File: config.mk
export PLATFORM = sky130hd
export DESIGN_NAME = multicycle_ctrl
export DESIGN_NICKNAME = d
export VERILOG_FILES = /design/src/rtl/multicycle_ctrl.sv
export SDC_FILE = /design/constraint.sdc
export NUM_CORES = 1
export LEC_CHECK = 0
export ABC_CLOCK_PERIOD_IN_PS = 3400
export CORE_MARGIN = 4
export CORE_UTILIZATION = 30
export CTS_CLUSTER_DIAMETER = 40
export DETAILED_ROUTE_END_ITERATION = 8
export SYNTH_ARGS = -nofsm -noshare
export SYNTH_HDL_FRONTEND = slang
export SYNTH_SLANG_ARGS = --single-unit
File: constraint.sdc
create_clock -name clk -period 3.4 [get_ports clk]
set_clock_uncertainty 0.2 [all_clocks]
set_input_delay 0.34 -clock clk [delete_from_list [all_inputs] [get_ports clk]]
set_output_delay 0.34 -clock clk [all_outputs]
set_load 0.1 [all_outputs]
File: src/rtl/multicycle_ctrl.sv
// Multicycle control FSM for the reduced RISC-V core: sequences fetch, decode,
// execute, memory and writeback one instruction at a time and counts retirements.
module multicycle_ctrl #(
   parameter int CNT_WIDTH = 32
) (
   input  logic                 clk,
   input  logic                 rst_n,
   input  logic [31:0]          instr,
   input  logic                 mem_ready,
   input  logic                 eq,
   output logic                 mem_req,
   output logic                 mem_we,
   output logic                 mem_sel,
   output logic                 ir_we,
   output logic                 mdr_we,
   output logic                 pc_we,
   output logic                 pc_src,
   output logic                 reg_we,
   output logic [1:0]           wb_sel,
   output logic                 alusrc,
   output logic [2:0]           aluctrl,
   output logic                 illegal,
   output logic [CNT_WIDTH-1:0] instret
);

   typedef enum logic [2:0] {
      ST_RST    = 3'd0,
      ST_FETCH  = 3'd1,
      ST_DECODE = 3'd2,
      ST_EXEC   = 3'd3,
      ST_MEM    = 3'd4,
      ST_WB     = 3'd5,
      ST_TRAP   = 3'd6
   } state_t;

   localparam logic [6:0] OP_R   = 7'b0110011;
   localparam logic [6:0] OP_I   = 7'b0010011;
   localparam logic [6:0] OP_LW  = 7'b0000011;
   localparam logic [6:0] OP_SW  = 7'b0100011;
   localparam logic [6:0] OP_BEQ = 7'b1100011;
   localparam logic [6:0] OP_JAL = 7'b1101111;

   localparam logic [2:0] F3_ADD = 3'b000;
   localparam logic [2:0] F3_AND = 3'b111;
   localparam logic [2:0] F3_OR  = 3'b110;
   localparam logic [2:0] F3_W   = 3'b010;

   localparam logic [2:0] ALU_ADD = 3'b000;
   localparam logic [2:0] ALU_SUB = 3'b001;
   localparam logic [2:0] ALU_AND = 3'b010;
   localparam logic [2:0] ALU_OR  = 3'b011;

   localparam logic [1:0] WB_ALU = 2'b00;
   localparam logic [1:0] WB_MDR = 2'b01;
   localparam logic [1:0] WB_PC4 = 2'b10;

   typedef struct packed {
      logic       mem_req;
      logic       mem_sel;
      logic       mem_we;
      logic       pc_we;
      logic       pc_src;
      logic       reg_we;
      logic [1:0] wb_sel;
      logic       alusrc;
      logic [2:0] aluctrl;
      logic       illegal;
   } ctrl_t;

   state_t               state_r;
   state_t               state_nxt_s;
   ctrl_t                ctrl_r;
   ctrl_t                ctrl_nxt_s;
   logic [6:0]           op_r;
   logic [6:0]           op_nxt_s;
   logic [2:0]           f3_r;
   logic [2:0]           f3_nxt_s;
   logic                 f7b5_r;
   logic                 f7b5_nxt_s;
   logic [4:0]           rd_r;
   logic [4:0]           rd_nxt_s;
   logic [CNT_WIDTH-1:0] instret_r;
   logic                 is_load_s;
   logic                 is_store_s;
   logic                 hs_fetch_s;
   logic                 hs_mem_s;
   logic                 pc_we_s;
   logic                 pc_src_s;
   logic                 instr_unused_s;

   function automatic logic legal_op(input logic [6:0] op, input logic [2:0] f3);
      logic ok;
      case (op)
         OP_R, OP_I:   ok = (f3 == F3_ADD) || (f3 == F3_AND) || (f3 == F3_OR);
         OP_LW, OP_SW: ok = (f3 == F3_W);
         OP_BEQ:       ok = (f3 == 3'b000);
         OP_JAL:       ok = 1'b1;
         default:      ok = 1'b0;
      endcase
      return ok;
   endfunction

   function automatic logic [2:0] alu_op(input logic [2:0] f3, input logic sub);
      logic [2:0] code;
      case (f3)
         F3_AND:  code = ALU_AND;
         F3_OR:   code = ALU_OR;
         default: code = sub ? ALU_SUB : ALU_ADD;
      endcase
      return code;
   endfunction

   // Moore part of the control word; the ALU settings of EXEC are repeated in WB
   // so that aluout stays valid while it is written back.
   function automatic ctrl_t moore_ctrl(input state_t st, input logic [6:0] op,
                                        input logic [2:0] f3, input logic f7b5,
                                        input logic [4:0] rd);
      ctrl_t      c;
      logic [2:0] code;
      c    = '0;
      code = alu_op(f3, (op == OP_R) && f7b5);
      case (st)
         ST_FETCH: c.mem_req = 1'b1;
         ST_EXEC: begin
            case (op)
               OP_R: c.aluctrl = code;
               OP_I: begin
                  c.alusrc  = 1'b1;
                  c.aluctrl = code;
               end
               OP_LW, OP_SW: c.alusrc = 1'b1;
               OP_BEQ: begin
                  c.aluctrl = ALU_SUB;
                  c.pc_we   = 1'b1;
               end
               OP_JAL: begin
                  c.pc_we  = 1'b1;
                  c.pc_src = 1'b1;
                  c.reg_we = 1'b1;
                  c.wb_sel = WB_PC4;
               end
               default: c = '0;
            endcase
         end
         ST_MEM: begin
            c.mem_req = 1'b1;
            c.mem_sel = 1'b1;
            c.mem_we  = (op == OP_SW);
            c.alusrc  = 1'b1;
         end
         ST_WB: begin
            c.reg_we = 1'b1;
            c.pc_we  = 1'b1;
            case (op)
               OP_LW: begin
                  c.wb_sel = WB_MDR;
                  c.alusrc = 1'b1;
               end
               OP_I: begin
                  c.alusrc  = 1'b1;
                  c.aluctrl = code;
               end
               OP_R:    c.aluctrl = code;
               default: c.wb_sel  = WB_ALU;
            endcase
         end
         ST_TRAP: c.illegal = 1'b1;
         default: c = '0;
      endcase
      if (rd == 5'd0) begin
         c.reg_we = 1'b0;
      end else begin
         c.reg_we = c.reg_we;
      end
      return c;
   endfunction

   assign instr_unused_s = ^{instr[31], instr[29:15]};

   // Qualified strobes that depend on the memory handshake or the ALU flag.
   always_comb begin
      is_load_s  = (op_r == OP_LW);
      is_store_s = (op_r == OP_SW);
      hs_fetch_s = (state_r == ST_FETCH) && mem_ready;
      hs_mem_s   = (state_r == ST_MEM) && mem_ready;
      pc_we_s    = ctrl_r.pc_we || (hs_mem_s && is_store_s);
      pc_src_s   = ctrl_r.pc_src || ((state_r == ST_EXEC) && (op_r == OP_BEQ) && eq);
   end

   // Next state, decode-field capture and the control word of the next state.
   always_comb begin
      state_nxt_s = state_r;
      op_nxt_s    = op_r;
      f3_nxt_s    = f3_r;
      f7b5_nxt_s  = f7b5_r;
      rd_nxt_s    = rd_r;
      case (state_r)
         ST_RST: state_nxt_s = ST_FETCH;
         ST_FETCH: begin
            if (mem_ready) begin
               state_nxt_s = ST_DECODE;
               op_nxt_s    = instr[6:0];
               f3_nxt_s    = instr[14:12];
               f7b5_nxt_s  = instr[30];
               rd_nxt_s    = instr[11:7];
            end else begin
               state_nxt_s = ST_FETCH;
            end
         end
         ST_DECODE: begin
            if (legal_op(op_r, f3_r)) begin
               state_nxt_s = ST_EXEC;
            end else begin
               state_nxt_s = ST_TRAP;
            end
         end
         ST_EXEC: begin
            case (op_r)
               OP_R, OP_I:     state_nxt_s = ST_WB;
               OP_LW, OP_SW:   state_nxt_s = ST_MEM;
               OP_BEQ, OP_JAL: state_nxt_s = ST_FETCH;
               default:        state_nxt_s = ST_TRAP;
            endcase
         end
         ST_MEM: begin
            if (!mem_ready) begin
               state_nxt_s = ST_MEM;
            end else if (is_load_s) begin
               state_nxt_s = ST_WB;
            end else begin
               state_nxt_s = ST_FETCH;
            end
         end
         ST_WB:   state_nxt_s = ST_FETCH;
         ST_TRAP: state_nxt_s = ST_TRAP;
         default: state_nxt_s = ST_RST;
      endcase
      ctrl_nxt_s = moore_ctrl(state_nxt_s, op_nxt_s, f3_nxt_s, f7b5_nxt_s, rd_nxt_s);
   end

   // State, latched decode fields and registered Moore control word.
   always_ff @(posedge clk or negedge rst_n) begin
      if (!rst_n) begin
         state_r <= ST_RST;
         ctrl_r  <= '0;
         op_r    <= 7'd0;
         f3_r    <= 3'd0;
         f7b5_r  <= 1'b0;
         rd_r    <= 5'd0;
      end else begin
         state_r <= state_nxt_s;
         ctrl_r  <= ctrl_nxt_s;
         op_r    <= op_nxt_s;
         f3_r    <= f3_nxt_s;
         f7b5_r  <= f7b5_nxt_s;
         rd_r    <= rd_nxt_s;
      end
   end

   // Retired-instruction counter, one count per PC update, wrapping naturally.
   always_ff @(posedge clk or negedge rst_n) begin
      if (!rst_n) begin
         instret_r <= '0;
      end else if (pc_we_s) begin
         instret_r <= instret_r + {{(CNT_WIDTH-1){1'b0}}, 1'b1};
      end else begin
         instret_r <= instret_r;
      end
   end

   assign mem_req = ctrl_r.mem_req;
   assign mem_sel = ctrl_r.mem_sel;
   assign mem_we  = ctrl_r.mem_we;
   assign ir_we   = hs_fetch_s;
   assign mdr_we  = hs_mem_s && is_load_s;
   assign pc_we   = pc_we_s;
   assign pc_src  = pc_src_s;
   assign reg_we  = ctrl_r.reg_we;
   assign wb_sel  = ctrl_r.wb_sel;
   assign alusrc  = ctrl_r.alusrc;
   assign aluctrl = ctrl_r.aluctrl;
   assign illegal = ctrl_r.illegal;
   assign instret = instret_r;

endmodule

======== Word-level counts from Yosys, hierarchy flattened ========
Cells that the tools add are included.
W data, S select, Z words.
storage, ports and cells
  flip-flop bits (word level) ............. 64
  bits in latches ......................... 0
  RAM bits ................................ 0
  memory bits (read-only) ................. 0
  input port bits ......................... 36
  memories ................................ 0
cells by class
  add/sub/neg operators ................... 1
  multipliers ............................. 0
  div/mod/pow operators ................... 0
  magnitude comparators ................... 0
  equal/unequal tests ..................... 28
  shift-type cells ........................ 0
  muxes and demuxes ....................... 34
  bitwise logic cells ..................... 0
  reduce and logical (&&, ||, !) cells .... 23
operators by type and width
  cell                     count
  $add A32 B1 Y32 const B  1
  $eq A3 B3 Y1 const B     10
  $eq A7 B6 Y1 const B     4
  $eq A7 B7 Y1 const B     4
  $mux W3                  6
  $pmux W3 S2              3
  $pmux W3 S6              1
  $reduce_or A2 Y1         8
  $eq A7 B2 Y1 const B     2
  $eq A7 B5 Y1 const B     2
  $mux W7                  2
  $eq A3 B2 Y1 const B     4
  $mux W1                  12
  $mux W5                  2
  $pmux W3 S3              1
  $logic_and A1 B1 Y1      7
  $eq A3 B1 Y1 const B     2
  $logic_not A3 Y1         2
  $logic_not A5 Y1         1
  $logic_or A1 B1 Y1       4
  $mux W2                  2
  $mux W4                  1
  $pmux W1 S4              1
  $pmux W2 S2              1
  3 further kinds          3

======== Longest topological paths before layout ========
  depth after elaboration ................. 10
  gate-level depth with buffers ........... 8
  depth with buffers taken out ............ 5

======== Worst setup path after synthesis ========
No wires, ideal clock.
  path kind ............................... reg-to-output
  start ................................... reg state_r[1]
  end ..................................... out mdr_we
  arrival ................................. 2.488 ns
  data required time ...................... 2.860 ns
  setup slack ............................. 0.372 ns
  stages on the path, launching flop included .. 5
  cell sequence ........................... dfrtp_1 -> buf_4 -> or3b_1 -> nor4_4 -> nor2b_1
between the ends
  cells in the longest elaborated chain, start to end .. 3
RTL lines
  item                      RTL line  RTL
  start: declaration        70        state_t state_r;
  start signal: assignment  251       state_r <= state_nxt_s;
  $eq A3 B3 Y1              185       hs_mem_s = (state_r == ST_MEM) && mem_ready;
  $logic_and A1 B1 Y1       185
  $logic_and A1 B1 Y1       275       assign mdr_we = hs_mem_s && is_load_s;
  end: declaration          15        output logic mdr_we,
Every way passes these cells.

======== Worst setup path in the final report ========
  start ................................... reg op_r[3]
  end ..................................... out pc_we
between the ends
  cells in the longest elaborated chain, start to end .. 3
RTL lines
  item                      RTL line  RTL
  start: declaration        74        logic [6:0] op_r;
  start signal: assignment  253       op_r <= op_nxt_s;
  $eq A7 B6 Y1              183       is_store_s = (op_r == OP_SW);
  $logic_and A1 B1 Y1       186       pc_we_s = ctrl_r.pc_we || (hs_mem_s && is_store_s);
  $logic_or A1 B1 Y1        186
  end: declaration          16        output logic pc_we,
Every way passes these cells.

==> results.md <==
- The cell count after synthesis is 291.
- The first global-routing pass estimated 12320 µm of wire.
- The element type at the critical path start is a flip-flop.
- The worst slack on hold paths is 0.004182 ns.
- After synthesis, the share of flip-flops with an asynchronous set or reset is 100.0%.
- After synthesis the netlist holds a flip-flop and latch count of 62.
- The I/O pin count is 83.
- The most frequent cell after synthesis is sky130_fd_sc_hd__dfrtp_1.
- The predominant post-synthesis flop cell is sky130_fd_sc_hd__dfrtp_1.
- The leakage power total is 1.715 nW.
- The pin slew with the least headroom to its limit is 1.100 ns.
- Cells with a size suffix above 1 make up 15.64% of the layout.
- In this run the tool buffered the top-level ports with 65 buffer cells.
- The finished cells cover 4138 µm².
- Summing every instance area after synthesis gives 3157 µm².
- The number of antenna repair diodes is 0.
- The part of the cycle the worst path needs is 83.04%.
- The DRC violation count after routing is 0.
- The commonest cells after synthesis are sky130_fd_sc_hd__dfrtp_1 (62), sky130_fd_sc_hd__nand2_1 (22), sky130_fd_sc_hd__xnor2_1 (20).
- The data required time at the worst endpoint is 2.86 ns.
- The max-cap check violation count is 0.
- The fmax is 354.2 MHz.
- The region available for standard cell placement spans 10280 µm².
- Post-CTS timing repair inserted 0 buffers for setup.
- The class of the tightest hold or removal check is input pin to asynchronous set/reset pin.
- Dividing the detail-routed via count by the number of cells gives 5.036.
- At the end of routability-driven placement, the weighted congestion stood at 0.8232.
- In the final design database the tool counted 390 nets.
- Counting along the longest clock path gives a buffer depth of 2.
- Buffers inserted during clock tree synthesis total 9.
- The average detailed-routed wire length per instance is 14.84 µm.
- The total negative setup slack is 0 ns.
- Setup violations remaining at the end of the flow were counted as 0.
- The HPWL after detailed placement is 5362 µm.
- The average instance in the mapped netlist occupies 10.85 µm².
- The number of nets with antenna violations after routing is 0.
- The initialized floorplan defines 37 standard-cell rows.
- The final route contains 2488 vias.
- TritonCTS built the clock tree.
- The initial antenna violation count is 0.
- The TritonCTS sink count is 62.
- The count of flip-flops with a built-in enable after synthesis is 0.
- The later pin in the worst-skew pair is clocked with a latency of 0.34 ns.
- The cell at the root of the clock tree is sky130_fd_sc_hd__clkbuf_8.
- The number of gates resized after cts is 0.
- The top-area cell type share of the netlist area is 49.15%.
- The category of the critical setup timing path is flip-flop to primary output.
- Subtracting the final worst setup slack from the clock period gives 2.823 ns.
- The maximum number of pins on one net before global-route repair is 49.
- The initial utilization of the core area, before any placement, comes to 30.72%.
- The horizontal die dimension is 110.6 µm.
- The die is 110.6 µm tall.
- The yosys synthesis warning count is 0.
- The full die area is 12230 µm².
- The worst setup path is captured at a primary output.
- The number of H-tree branching levels is 3.
- The flow ran to the end, and the final reports show no timing, DRC or antenna violations.
- The filler cells instantiated in the layout total 1028.
- In the post-synthesis netlist, the biggest area contributors are sky130_fd_sc_hd__dfrtp_1 (49%), sky130_fd_sc_hd__xnor2_1 (5.5%), sky130_fd_sc_hd__mux2_2 (5.4%).
- The highest ir drop seen on vdd is 0.3241 mV.
- The peak fanout along the critical path is 9.
- The data arrival time of the worst path is 2.28 ns.
- The share of the yosys chip area belonging to registers is 49.15%.
- The first detailed-routing pass took 4 iterations.
- The number of DRC markers after the initial detailed-route iteration is 94.
- The via count of the first global-routing pass is 2509.
- The cell accounting for the most synthesized area is sky130_fd_sc_hd__dfrtp_1.
- The max-slew violation count came to 0.
- The number of nets in the synthesized netlist is 328.
- The total overflow left after global routing is 0.
- The power density of the placed cells is 731.0 nW/µm².
- The normalized max-slew margin is 26.64%.
- Relative to the synthesized area, the layout overhead comes to 31.07%.
- The number of hold violations in the final report came to 0.
- The clock-pin slew reported for the worst setup and hold paths after clock tree synthesis is 0.07 ns.
- Global routing consumed, over all layers together, 12.40% of the routing resources.
- The instance area after placement is 3904 µm².
- After detailed routing, the total wire length is 7333 µm.
- Synthesis instantiated 60 different standard cells from the library.
- Buffers inserted to repair hold after CTS numbered 0.
- Setup repair after global routing left no endpoint under its margin.
-- worst paths after layout --
path,from,end,slack (ns),depth (start not counted)
worst min-delay path,rst_n,instret[29],0.004,1
max in group asynchronous,rst_n,ctrl_r[8],2.17,2
min in group clk,instret[31],instret[31],0.27,1
worst min register to register,instret[31],instret[31],0.27,1
worst max-delay path,op_r[3],pc_we,0.58,4
worst max register to register,op_r[3],instret[16],0.70,5
-- cells in the final DEF, fill, tap and decap left out, types with 3 or more instances in the layout --
cell type / Yosys / routed
sky130_fd_sc_hd__a21oi_1: 3 / 3
sky130_fd_sc_hd__and3_1: 8 / 8
sky130_fd_sc_hd__and3b_1: 3 / 3
sky130_fd_sc_hd__buf_4: 6 / 10
sky130_fd_sc_hd__clkbuf_8: 0 / 12
sky130_fd_sc_hd__clkdlybuf4s50_1: 0 / 55
sky130_fd_sc_hd__dfrtp_1: 62 / 62
sky130_fd_sc_hd__inv_1: 8 / 8
sky130_fd_sc_hd__mux2_2: 15 / 15
sky130_fd_sc_hd__nand2_1: 22 / 22
sky130_fd_sc_hd__nand3_1: 10 / 10
sky130_fd_sc_hd__nand3b_1: 3 / 3
sky130_fd_sc_hd__nand4_1: 17 / 17
sky130_fd_sc_hd__nor2_1: 15 / 15
sky130_fd_sc_hd__nor3_1: 11 / 11
sky130_fd_sc_hd__nor3_2: 3 / 3
sky130_fd_sc_hd__nor4_1: 3 / 3
sky130_fd_sc_hd__nor4b_1: 3 / 3
sky130_fd_sc_hd__o21ai_0: 6 / 6
sky130_fd_sc_hd__xnor2_1: 20 / 20
sky130_fd_sc_hd__xor2_1: 12 / 12
-- cell type report --
type,instances,area (µm²),area share (%)
multi-input cells,204,1481,35.80
clock buffers,13,168.9,4.082
flip-flops and latches,62,1551,37.50
inverters,8,30.03,0.7257
clock inverters,3,65.06,1.572
well taps,136,170.2,4.112
repair buffers,68,670.6,16.21
-- kinds of logic after synthesis --
logic type,share of synthesized area [%]
fa+ha+maj,0.3963
other cells,0.1188
mux,5.668
compound gates,8.680
buf+inv,3.924
xor+xnor,8.878
simple gates,23.19
flops,49.15
-- per-layer routing --
metal	up-vias	track usage (%)	wire, µm
met1	1225	14.76	3271
met3	15	4.329	426
met2	75	20.71	3514
met5	-	0	0
li1	1173	-	-
met4	0	4.433	121
-- where the power goes --
group	total [W]	leakage (nW)	switching (W)	internal [W]
Sequential	0.00110	0.808	0.000201	0.000902
Clock	0.000748	0.120	0.000276	0.000472
Combinational	0.00117	0.787	0.000787	0.000387
-- registers in the layout, summed over array words and instances, names as in the netlist, 2 cells and up --
signal,count
f3_r,3
aluctrl,2
rd_r,5
ctrl_r,2
state_r,3
op_r,7
instret,32
-- critical path, cell delays in order (launching register included) --
cell                        delay, ns
sky130_fd_sc_hd__dfrtp_1         0.44
sky130_fd_sc_hd__nand4bb_1       0.50
sky130_fd_sc_hd__nor4_4          0.47
sky130_fd_sc_hd__a21o_1          0.31
sky130_fd_sc_hd__buf_12          0.21
-- stage by stage --
| stage | worst slack, ns | power [W] | cells | utilization, % |
|---|---|---|---|---|
| floorplan | 0.3718 | 0.001980 | 291 | - |
| global route | 0.4007 | 0.003188 | 494 | 40.26 |
| detailed placement | 0.4898 | 0.002291 | 478 | 37.98 |
| global placement | 0.5129 | 0.002269 | 478 | 37.98 |
| CTS | 0.5557 | 0.003054 | 494 | 40.26 |
| finish | 0.5768 | 0.003024 | 494 | 40.26 |
(Power assumes the default switching activity.)
